**src/rtl/tempo_pkg.sv**
```systemverilog
// Shared types and helpers for the metronome tempo source.
// Used by tempo_ctrl and its sequential divider period_div.
package tempo_pkg;

    localparam int BPM_W          = 8;
    localparam int PERIOD_W       = 32;
    localparam int BCD_W          = 4;
    localparam int SW_W           = 5;

    localparam int CLK_HZ_DEF     = 50_000_000;
    localparam int BPM_MIN_DEF    = 40;
    localparam int BPM_MAX_DEF    = 240;
    localparam int BPM_RESET_DEF  = 120;

    // Presets stop growing above this switch index (60 + 10*17 = 230).
    localparam int PRESET_IDX_MAX = 17;

    typedef enum logic {IDLE = 1'b0, DIV = 1'b1} div_state_e;

    function automatic logic [3*BCD_W-1:0] bin_to_bcd(input logic [BPM_W-1:0] bin);
        logic [3*BCD_W+BPM_W-1:0] sh;
        sh = {12'd0, bin};
        for (int i = 0; i < BPM_W; i++) begin
            sh[11:8]  = (sh[11:8]  >= 4'd5) ? sh[11:8]  + 4'd3 : sh[11:8];
            sh[15:12] = (sh[15:12] >= 4'd5) ? sh[15:12] + 4'd3 : sh[15:12];
            sh[19:16] = (sh[19:16] >= 4'd5) ? sh[19:16] + 4'd3 : sh[19:16];
            sh = sh << 1;
        end
        return sh[19:8];
    endfunction

    function automatic logic [BPM_W-1:0] preset_bpm(input logic [SW_W-1:0] idx, input int bpm_max);
        int sel;
        int v;
        sel = (int'(idx) > PRESET_IDX_MAX) ? PRESET_IDX_MAX : int'(idx);
        v   = 32'sd60 + 32'sd10 * sel;
        return (v > bpm_max) ? BPM_W'(bpm_max) : BPM_W'(v);
    endfunction

endpackage

```
**src/rtl/period_div.sv**
```systemverilog
// Start/busy/done restoring divider: one quotient bit per cycle, PERIOD_W cycles.
// A start while busy abandons the running division and reloads the operands.
module period_div
    import tempo_pkg::*;
(
    input  logic                clock,
    input  logic                reset,
    input  logic                start,
    input  logic [PERIOD_W-1:0] dividend,
    input  logic [BPM_W-1:0]    divisor,
    output logic                busy,
    output logic                done,
    output logic [PERIOD_W-1:0] quotient
);

    div_state_e          state_r, state_nx_s;
    logic [4:0]          cnt_r;
    logic [PERIOD_W-1:0] q_r, q_nx_s;
    logic [BPM_W-1:0]    rem_r, rem_nx_s, dvs_r;
    logic [BPM_W:0]      trial_s, diff_s;
    logic                ge_s;

    // One restoring step: shift in the next dividend bit, subtract when it fits.
    always_comb begin
        trial_s  = {rem_r, q_r[PERIOD_W-1]};
        diff_s   = trial_s - {1'b0, dvs_r};
        ge_s     = (trial_s >= {1'b0, dvs_r});
        rem_nx_s = ge_s ? diff_s[BPM_W-1:0] : trial_s[BPM_W-1:0];
        q_nx_s   = {q_r[PERIOD_W-2:0], ge_s};
    end

    // Next-state logic and completion strobe.
    always_comb begin
        state_nx_s = state_r;
        done       = 1'b0;
        case (state_r)
            IDLE: begin
                if (start) begin
                    state_nx_s = DIV;
                end else begin
                    state_nx_s = IDLE;
                end
            end
            DIV: begin
                if (start) begin
                    state_nx_s = DIV;
                end else if (cnt_r == 5'd31) begin
                    state_nx_s = IDLE;
                    done       = 1'b1;
                end else begin
                    state_nx_s = DIV;
                end
            end
            default: state_nx_s = IDLE;
        endcase
    end

    // State register and datapath registers.
    always_ff @(posedge clock or negedge reset) begin
        if (!reset) begin
            state_r <= IDLE;
            cnt_r   <= 5'd0;
            q_r     <= '0;
            rem_r   <= '0;
            dvs_r   <= '0;
        end else begin
            state_r <= state_nx_s;
            if (start) begin
                cnt_r <= 5'd0;
                q_r   <= dividend;
                rem_r <= '0;
                dvs_r <= divisor;
            end else if (state_r == DIV) begin
                cnt_r <= cnt_r + 5'd1;
                q_r   <= q_nx_s;
                rem_r <= rem_nx_s;
            end
        end
    end

    assign busy     = (state_r == DIV);
    assign quotient = q_nx_s;

endmodule

```
**src/rtl/tempo_ctrl.sv**
```systemverilog
// Debounced, clamped BPM source with BCD digits and a sequentially divided beat period.
// Optional feature macro: TEMPO_AUTOREPEAT_EN (held buttons repeat after 0.5 s every 0.1 s).
module tempo_ctrl
    import tempo_pkg::*;
#(
    parameter int CLK_HZ          = CLK_HZ_DEF,
    parameter int DEBOUNCE_CYCLES = 1_000_000,
    parameter int BPM_MIN         = BPM_MIN_DEF,
    parameter int BPM_MAX         = BPM_MAX_DEF,
    parameter int BPM_RESET       = BPM_RESET_DEF
)(
    input  logic                clock,
    input  logic                reset,
    input  logic [SW_W-1:0]     sw,
    input  logic                tapdown,
    input  logic                tapup,
    output logic [BPM_W-1:0]    bpm,
    output logic [BCD_W-1:0]    hex100,
    output logic [BCD_W-1:0]    hex10,
    output logic [BCD_W-1:0]    hex0,
    output logic [PERIOD_W-1:0] period,
    output logic                period_valid
);

    localparam longint unsigned  DIVIDEND_L   = longint'(CLK_HZ) * 64'd60;
    localparam logic [PERIOD_W-1:0] DIVIDEND  = PERIOD_W'(DIVIDEND_L);
    localparam logic [PERIOD_W-1:0] PERIOD_RST = PERIOD_W'(DIVIDEND_L / longint'(BPM_RESET));
    localparam logic [BPM_W-1:0] BPM_MIN_B    = BPM_W'(BPM_MIN);
    localparam logic [BPM_W-1:0] BPM_MAX_B    = BPM_W'(BPM_MAX);
    localparam logic [BPM_W-1:0] BPM_RST_B    = BPM_W'(BPM_RESET);
    localparam logic [3*BCD_W-1:0] BCD_RST    = bin_to_bcd(BPM_RST_B);
    localparam int CNT_W = $clog2(DEBOUNCE_CYCLES + 1);
    localparam int NCH   = 3;
    localparam int CH_SW = 0;
    localparam int CH_UP = 1;
    localparam int CH_DN = 2;

    // Buttons are active-low, so their released value is 1; sw rests at 0.
    function automatic logic [SW_W-1:0] ch_rst(input int ch);
        return (ch == CH_SW) ? 5'b00000 : 5'b00001;
    endfunction

    logic [SW_W-1:0]  raw_s [NCH];
    logic [SW_W-1:0]  s0_r [NCH], s1_r [NCH], prev_r [NCH], db_r [NCH], db_dly_r [NCH];
    logic [CNT_W-1:0] cnt_r [NCH], cnt_nx_s [NCH];
    logic [NCH-1:0]   accept_s;
    logic             sw_chg_s, up_ev_s, dn_ev_s, up_any_s, dn_any_s;
    logic [1:0]       rep_ev_s;
    logic [BPM_W-1:0] bpm_r, bpm_nx_s;
    logic             bpm_chg_r;
    logic [3*BCD_W-1:0] bcd_r;
    logic [PERIOD_W-1:0] period_r, quot_s;
    logic             valid_r, div_busy_s, div_done_s;

    // Inputs widened to a common width so one debouncer loop covers all channels.
    always_comb begin
        raw_s[CH_SW] = sw;
        raw_s[CH_UP] = {4'b0000, tapup};
        raw_s[CH_DN] = {4'b0000, tapdown};
    end

    // Run length of the current synchronised value, and whether it has been stable long enough.
    always_comb begin
        for (int ch = 0; ch < NCH; ch++) begin
            cnt_nx_s[ch] = (s1_r[ch] != prev_r[ch]) ? CNT_W'(1) : cnt_r[ch] + CNT_W'(1);
            accept_s[ch] = (s1_r[ch] != db_r[ch]) && (cnt_nx_s[ch] >= CNT_W'(DEBOUNCE_CYCLES));
        end
    end

    // Synchronisers and debounce counters.
    always_ff @(posedge clock or negedge reset) begin
        if (!reset) begin
            for (int ch = 0; ch < NCH; ch++) begin
                s0_r[ch]     <= ch_rst(ch);
                s1_r[ch]     <= ch_rst(ch);
                prev_r[ch]   <= ch_rst(ch);
                db_r[ch]     <= ch_rst(ch);
                db_dly_r[ch] <= ch_rst(ch);
                cnt_r[ch]    <= '0;
            end
        end else begin
            for (int ch = 0; ch < NCH; ch++) begin
                s0_r[ch]     <= raw_s[ch];
                s1_r[ch]     <= s0_r[ch];
                prev_r[ch]   <= s1_r[ch];
                db_dly_r[ch] <= db_r[ch];
                if (s1_r[ch] == db_r[ch]) begin
                    cnt_r[ch] <= '0;
                end else if (accept_s[ch]) begin
                    db_r[ch]  <= s1_r[ch];
                    cnt_r[ch] <= '0;
                end else begin
                    cnt_r[ch] <= cnt_nx_s[ch];
                end
            end
        end
    end

    assign sw_chg_s = (db_r[CH_SW] != db_dly_r[CH_SW]);
    assign up_ev_s  = db_dly_r[CH_UP][0] & ~db_r[CH_UP][0];
    assign dn_ev_s  = db_dly_r[CH_DN][0] & ~db_r[CH_DN][0];

`ifdef TEMPO_AUTOREPEAT_EN
    localparam logic [31:0] HOLD_CYC = 32'(CLK_HZ / 2);
    localparam logic [31:0] RATE_CYC = 32'(CLK_HZ / 10);
    logic [31:0] rep_cnt_r [2];
    logic [1:0]  rep_arm_r, held_s;

    // A repeat fires when the hold (first) or rate (later) interval expires.
    always_comb begin
        held_s = {~db_r[CH_DN][0], ~db_r[CH_UP][0]};
        for (int b = 0; b < 2; b++) begin
            rep_ev_s[b] = held_s[b] &&
                (rep_cnt_r[b] == (rep_arm_r[b] ? RATE_CYC - 32'd1 : HOLD_CYC - 32'd1));
        end
    end

    // Hold-time counters, cleared on release.
    always_ff @(posedge clock or negedge reset) begin
        if (!reset) begin
            rep_cnt_r[0] <= 32'd0;
            rep_cnt_r[1] <= 32'd0;
            rep_arm_r    <= 2'b00;
        end else begin
            for (int b = 0; b < 2; b++) begin
                if (!held_s[b]) begin
                    rep_cnt_r[b] <= 32'd0;
                    rep_arm_r[b] <= 1'b0;
                end else if (rep_ev_s[b]) begin
                    rep_cnt_r[b] <= 32'd0;
                    rep_arm_r[b] <= 1'b1;
                end else begin
                    rep_cnt_r[b] <= rep_cnt_r[b] + 32'd1;
                end
            end
        end
    end
`else
    // Repeat feature not built.
    always_comb rep_ev_s = 2'b00;
`endif

    assign up_any_s = up_ev_s | rep_ev_s[0];
    assign dn_any_s = dn_ev_s | rep_ev_s[1];

    // Tempo update: preset load wins and swallows key events; keys clamp without wrap.
    always_comb begin
        bpm_nx_s = bpm_r;
        if (sw_chg_s) begin
            bpm_nx_s = preset_bpm(db_r[CH_SW], BPM_MAX);
        end else if (up_any_s && dn_any_s) begin
            bpm_nx_s = bpm_r;
        end else if (up_any_s) begin
            bpm_nx_s = (bpm_r >= BPM_MAX_B) ? BPM_MAX_B : bpm_r + 8'd1;
        end else if (dn_any_s) begin
            bpm_nx_s = (bpm_r <= BPM_MIN_B) ? BPM_MIN_B : bpm_r - 8'd1;
        end else begin
            bpm_nx_s = bpm_r;
        end
    end

    // Tempo, change strobe, BCD digits and published period.
    always_ff @(posedge clock or negedge reset) begin
        if (!reset) begin
            bpm_r     <= BPM_RST_B;
            bpm_chg_r <= 1'b0;
            bcd_r     <= BCD_RST;
            period_r  <= PERIOD_RST;
            valid_r   <= 1'b1;
        end else begin
            bpm_r     <= bpm_nx_s;
            bpm_chg_r <= (bpm_nx_s != bpm_r);
            bcd_r     <= bin_to_bcd(bpm_r);
            if (bpm_chg_r) begin
                valid_r <= 1'b0;
            end else if (div_done_s && div_busy_s) begin
                period_r <= quot_s;
                valid_r  <= 1'b1;
            end
        end
    end

    period_div u_div (
        .clock    (clock),
        .reset    (reset),
        .start    (bpm_chg_r),
        .dividend (DIVIDEND),
        .divisor  (bpm_r),
        .busy     (div_busy_s),
        .done     (div_done_s),
        .quotient (quot_s)
    );

    assign bpm          = bpm_r;
    assign hex100       = bcd_r[11:8];
    assign hex10        = bcd_r[7:4];
    assign hex0         = bcd_r[3:0];
    assign period       = period_r;
    assign period_valid = valid_r;

endmodule

```
**config.mk**
```make
export PLATFORM = sky130hd
export DESIGN_NAME = tempo_ctrl
export DESIGN_NICKNAME = d
export VERILOG_FILES = /design/src/rtl/tempo_pkg.sv /design/src/rtl/period_div.sv /design/src/rtl/tempo_ctrl.sv
export SDC_FILE = /design/constraint.sdc
export NUM_CORES = 1
export LEC_CHECK = 0
export ABC_AREA = 1
export BUFFER_PORTS_ARGS = -buffer_cell sky130_fd_sc_hd__buf_2
export CAP_MARGIN = 20
export CELL_PAD_IN_SITES_DETAIL_PLACEMENT = 0
export CELL_PAD_IN_SITES_GLOBAL_PLACEMENT = 1
export CORE_MARGIN = 5
export CORE_UTILIZATION = 40
export CTS_CLUSTER_DIAMETER = 80
export DETAILED_ROUTE_END_ITERATION = 16
export PLACE_DENSITY_LB_ADDON = 0.1
export SLEW_MARGIN = 20
export SYNTH_ARGS = -nofsm -noshare
export SYNTH_HDL_FRONTEND = slang
export SYNTH_SLANG_ARGS = --single-unit
```
**constraint.sdc**
```tcl
create_clock -name clock -period 8.1 [get_ports clock]
set_clock_uncertainty 0.05 [all_clocks]
set_input_delay 1.215 -clock clock [delete_from_list [all_inputs] [get_ports clock]]
set_output_delay 1.215 -clock clock [all_outputs]
set_load 0.005 [all_outputs]
```
=== After elaboration in Yosys (flattened, before gate mapping) ===
Index checks and enable logic that the tools add are counted.

* Output and inout port bits: 53
* Flip-flop bits (word level): 203
* Input port bits: 9
* Word-level logic and storage cells: 164

* Bitwise gates (word level): 9
* $lt $le $gt $ge: 26
* Multipliers: 1
* Add/sub/neg operators: 26
* Reductions and logical operators: 11
* Muxes and demuxes: 51
* Eq/ne operators: 12

{| class="wikitable"
|+ Operators by type and width
! cell !! number
|-
| 20-bit two-way mux || 9
|-
| 8-bit two-way mux || 10
|-
| 32-bit two-way mux || 2
|-
| 20-bit by 1-bit adder with 20-bit output (second input constant) || 3
|-
| 20-bit >= comparator (second input constant) || 3
|-
| 4-bit by 3-bit >= comparator with 1-bit output (second input constant) || 15
|-
| 4-bit by 2-bit adder with 4-bit output (second input constant) || 11
|-
| 4-bit two-way mux || 11
|-
| 3-bit two-way mux || 7
|-
| 5-bit two-way mux || 3
|-
| 5-bit != test || 3
|-
| 3-bit by 2-bit adder with 3-bit output (second input constant) || 4
|-
| 6-bit by 9-bit adder with 10-bit output (first input constant) || 1
|-
| 10-bit by 8-bit > comparator with 1-bit output (second input constant) || 1
|-
| 9-bit by 8-bit >= comparator with 1-bit output || 1
|-
| 8-bit by 1-bit adder with 8-bit output (second input constant) || 1
|-
| 8-bit >= comparator (second input constant) || 1
|-
| 8-bit by 6-bit less-or-equal comparator with 1-bit output (second input constant) || 1
|-
| 3-bit by 5-bit multiplier with 8-bit output (first input constant) || 1
|-
| 1-bit two-way mux || 8
|-
| 8-bit != test || 1
|-
| 2-bit AND reduction || 4
|-
| 8-bit by 1-bit subtractor with 8-bit output (second input constant) || 1
|-
| 8-bit subtractor || 1
|-
| 15 further kinds || 33
|}

=== Logic depth before layout (Yosys ltp) ===
* Word-level depth: 14
* Gate-level depth with buffers: 40
* Mapped depth without buffers: 39

=== Cells and area by module ===
From an unflattened synthesis, not the netlist that was laid out.

* Cell total of the unflattened synthesis: 1546
* Area total of the unflattened synthesis: 12185.4 sq um

{| class="wikitable"
|+ Modules (own cells, without submodules)
! module !! cells each !! times used !! seq. area each (sq um) !! area an instance (sq um)
|-
| tempo_ctrl || 1178 || 1 || 3714.8 || 9117.5
|-
| period_div || 368 || 1 || 1351.3 || 3067.9
|}

=== Worst setup path after synthesis ===
Ideal clock, no wire load.

* Path type: reg-to-reg
* Start point: register bpm_r[5], in the netlist bpm[5]
* End point: register bcd_r[6]
* Arrival time: 4.325 ns
* Required time: 7.972 ns
* Path buffers: 1
* Cell stages (with the launch flop): 39
* Setup slack: 3.648 ns
* Period minus slack after synthesis: 4.452 ns
* Setup time: 0.078 ns
* Path through: dfstp_2 > buf_2 > inv_2 > ha_1 > inv_1 > ha_1 > inv_1 > nand2_1 > nand2_1 > nand2_1 > ha_1 > inv_1 > nand2_1 > nand3_1 > nand2_1 > nand2_1 > nand2_1 > ha_1 > [... 3 more ...] > nand3_2 > inv_1 > nand3_1 > nand2_1 > inv_1 > ha_1 > inv_1 > ha_1 > a21oi_1 > nand2_1 > nand2_1 > inv_1 > ha_1 > inv_1 > nor2_1 > o21ai_0 > nor2_1 > a21oi_1

* Longest elaborated chain between the ends: 10
* Elaborated cells between the ends (all ways): 24
* Those cells by class: add/sub: 8; order compare: 8; mux: 8

{| class="wikitable"
|+ RTL lines
! item !! RTL line !! RTL
|-
| from (decl) || tempo_ctrl.sv:49 || <nowiki>logic [BPM_W-1:0] bpm_r, bpm_nx_s;</nowiki>
|-
| from (signal assigned) || tempo_ctrl.sv:171 || <nowiki>bpm_r <= bpm_nx_s;</nowiki>
|-
| 4-bit by 2-bit adder with 4-bit output / 4-bit by 3-bit >= comparator with 1-bit output (equally long branches) || tempo_pkg.sv:24 || <nowiki>sh[11:8] = (sh[11:8] >= 4'd5) ? sh[11:8] + 4'd3 : sh[11:8];</nowiki>
|-
| 4-bit two-way mux * || tempo_pkg.sv:24 ||
|-
| 4-bit by 2-bit adder with 4-bit output (tied with other cells) || tempo_pkg.sv:24 ||
|-
| 4-bit two-way mux (on tied branches) || tempo_pkg.sv:24, tempo_pkg.sv:25 ||
|-
| 4-bit by 2-bit adder with 4-bit output (tied with other cells) || tempo_pkg.sv:24 ||
|-
| 4-bit two-way mux (on tied branches) || tempo_pkg.sv:24, tempo_pkg.sv:25 ||
|-
| 4-bit by 2-bit adder with 4-bit output (tied with other cells) || tempo_pkg.sv:24 ||
|-
| 4-bit two-way mux (on tied branches) || tempo_pkg.sv:24, tempo_pkg.sv:25 ||
|-
| 4-bit by 2-bit adder with 4-bit output / 4-bit by 3-bit >= comparator with 1-bit output (equally long branches) || tempo_pkg.sv:25 || <nowiki>sh[15:12] = (sh[15:12] >= 4'd5) ? sh[15:12] + 4'd3 : sh[15:12];</nowiki>
|-
| 4-bit two-way mux * || tempo_pkg.sv:25 ||
|-
| to (signal assigned) || tempo_ctrl.sv:173 || <nowiki>bcd_r <= bin_to_bcd(bpm_r);</nowiki>
|-
| to (decl) || tempo_ctrl.sv:51 || <nowiki>logic [3*BCD_W-1:0] bcd_r;</nowiki>
|}

Every way passes the cells marked *; elsewhere a longest branch is shown, timed or not.
A chain may end at the register's enable or synchronous reset.

=== Worst setup path in the final report ===
Same ends and word-level chain as after synthesis.

==> results by group <==
Worst setup path
  • Cell repeated most along the worst path: inv_1
  • Crit path depth: 38
  • CP startpoint: bpm[5]
  • Critical Path AT: 5320 ps
  • Worst Path Required: 8450 ps
  • Critical Path Fanout Max: 12
  • Slowest stage delay, CP: 680 ps
  • Worst path bufs/invs: 12
  • Worst Reg-to-Reg Cells: 38
  • CP Launch Type: flop
  • Critical path type: reg2reg
  • Endpoint type of the worst setup path: flop
  • Slowest cell on the critical path: dfstp_2
  • Source of the worst register-to-register timing path: bpm[5]
  • Largest delay share family, worst path: simple AND/OR/NAND/NOR gates

Timing
  • Final setup fails: 0
  • Final worst slack: 3130 ps
  • Slew HR: 0.362
  • Fmax: 201 MHz
  • Endpoints failing hold: 0
  • Sum Neg Setup Slack: 0 ps
  • Unrepaired setup endpoints after global routing: no
  • Min Hold Slack: 295 ps
  • Final Cycle Share: 0.614
  • Final Slew Violations: 0
  • Slew @ Worst Pin: 957 ps
  • Final min period: 4970 ps

Global routing
  • Largest net degree at the start of global routing: 120
  • Vias in the first global route: 9,285
  • First-pass GRT wire length: 45,700 um
  • Total GRT Usage: 0.171
  • Grt ovf: 0
  • Initial antenna violation count: 0

Pwr
  • Pleak: 6.56 nW
  • Int Pwr: 1.67 mW
  • Psw: 0.487 mW
  • Comb pwr share: 0.023
  • Clock network power share: 0.504
  • Switching part of the total: 0.226
  • Design Power: 2.15 mW
  • Pwr Density: 170 nW/um2
  • Worst vdd ir: 0.000161 V
  • Sequential share of power: 0.474

Synthesis
  • Post-synthesis sequential area ratio: 0.450
  • Post-synth ARST share: 1.00
  • Post-synth EDFFs: 0
  • Most frequent cell after synthesis: nand2_1
  • Top cell type's share of synthesized area: 0.382
  • #FFs+latches synth: 201
  • Ys Warns: 0
  • Avg Inst Size Synth: 7.66 um2
  • Post-synth top cells: nand2_1 (356), inv_1 (215), dfrtp_1 (172)
  • Synth area leader: dfrtp_1
  • Post-Syn Area: 11,300 um2
  • Top FF cell, synth: dfrtp_1
  • Ranking of synthesized cells by area: dfrtp_1 (38%), nand2_1 (12%), inv_1 (7.2%), dfstp_2 (6.8%), nand3_1 (5.7%)
  • Post-Synthesis Cells: 1,470
  • Cell variety after synth: 45

Clocking
  • CTS tree: done
  • # Post-CTS Setup Buffers: 0
  • Clock latency on the worst-skew pair: 540 ps
  • Max clock buf depth: 3
  • Hold Buf Count CTS: 0
  • Root buf cell: clkbuf_16
  • Clock-pin slew on the worst setup and hold paths: 60 ps
  • TritonCTS Buffers: 25
  • H-tree levels: 1
  • Cts repair resizes: 0
  • Clk sinks: 201

Cells and area
  • Final Non-Filler Cells: 1,919
  • Area of the multi-input gates: 5170 um2
  • N_diodes: 0
  • Fill count: 2,934
  • Core Util, Final: 0.457
  • Synthesis-to-finish area growth: 12.7%
  • Nets: 1,573
  • Layout cells sized above 1: 0.110
  • Sequential cell area: 5070 um2
  • Design Area, Final: 12,700 um2

Floorplan
  • Row count: 61
  • DIE WIDTH: 178 um
  • Ports: 62
  • Chip height: 178 um
  • Placeable Area: 27,800 um2
  • Initial Util: 0.406
  • DIE AREA: 31,600 um2

Place
  • DP Worst Slack: 3160 ps
  • Area post-placement: 11,900 um2
  • Placer congestion estimate: 0.824
  • Buffers on Ports: 59
  • Post-detail-place hpwl: 18,200 um
  • Placed cells: 1,873

Drt
  • Number of DRC markers in iteration 0: 529
  • Post-route ant nets: 0
  • DR pass1 iterations: 4
  • Final WL: 26,300 um
  • Via count: 9,214
  • # DRC: 0
  • Post-DR vias/cell: 4.80
  • DR WL/cell: 13.7 um

Run
  • Max-cap viol count: 0

Min path
  • Worst hold path type: reg2reg
  • Hold path startpoint: s0_r[14]
  • Hold Path Depth: 0

Run status
  • Outcome: complete, no violations
==> sequential cells by signal, indices dropped and copies added (netlist names), 5 cells and up <==
signal / cells
bpm: 8
u_div.q_r: 32
db_dly_r: 7
s0_r: 7
db_r: 7
bcd_r: 10
u_div.cnt_r: 5
prev_r: 7
s1_r: 7
u_div.dvs_r: 8
u_div.rem_r: 8
period: 32
cnt_r: 60
==> worst paths after layout <==
kind	endpoint	slack (ps)
setup / recovery	bcd_r[6]	3130
hold / removal	s1_r[14]	300
setup reg to reg	bcd_r[6]	3130
hold reg to reg	s1_r[14]	300
max in group asynchronous	u_div.dvs_r[7]	6000
min in group asynchronous	cnt_r[6]	680
==> metal layers <==
layer  GRT usage  routed length (um)
met1       0.246               13300
met2       0.279               11700
met3      0.0266                 980
met4      0.0309                 402
met5           0                   0
==> worst register-to-register path: cells and delay by family, from the launching register on <==
kind,cells,cell delay [ps]
and+or+nand+nor,16,1600
adders and majority gates,7,1160
buffers and inverters,12,850
DFF,1,680
AOI/OAI and AO/OA,3,500
==> area by class of cell <==
class,instances,share of cell area
Sequential cell,201,0.399
Inverter,223,0.0659
Tap cell,378,0.0372
Multi-Input combinational cell,1008,0.407
Clock inverter,8,0.00689
Timing Repair Buffer,63,0.0277
Clock buffer,38,0.0562
==> power by group through the flow <==
| stage | sequential (mW) | clock (mW) | combinational, mW |
|---|---|---|---|
| floorplan | 1.04 | 0 | 0.0235 |
| global placement | 1.04 | 0 | 0.0510 |
| detailed placement | 1.04 | 0 | 0.0515 |
| CTS | 1.02 | 1.12 | 0.0514 |
| global route | 1.02 | 1.16 | 0.0575 |
| finish | 1.02 | 1.09 | 0.0487 |
==> cell usage in the layout (no fill, tap or decap), types with 15 or more instances in the layout <==
master and count:
clkbuf_16 25, o22ai_1 22, nand4_1 44, ha_1 40
nand3_1 127, buf_2 58, xor2_1 27, dfstp_2 29
xnor2_1 15, nand2_1 356, nor3_1 16, dfrtp_1 172
inv_1 215, o21ai_0 82, a21oi_1 43, nor2_1 163
==> logic make-up (layout without fill, tap and decap cells) <==
family	after synthesis	after routing	share of synthesized area
fa+ha+maj	42	42	0.0480
simple gates	754	754	0.294
compound gates	166	166	0.0804
xor+xnor	44	44	0.0355
flops	201	201	0.450
buf+inv	262	332	0.0919
other cells	1	2	0.000333
Note: power is estimated with default switching activity, not from simulation.
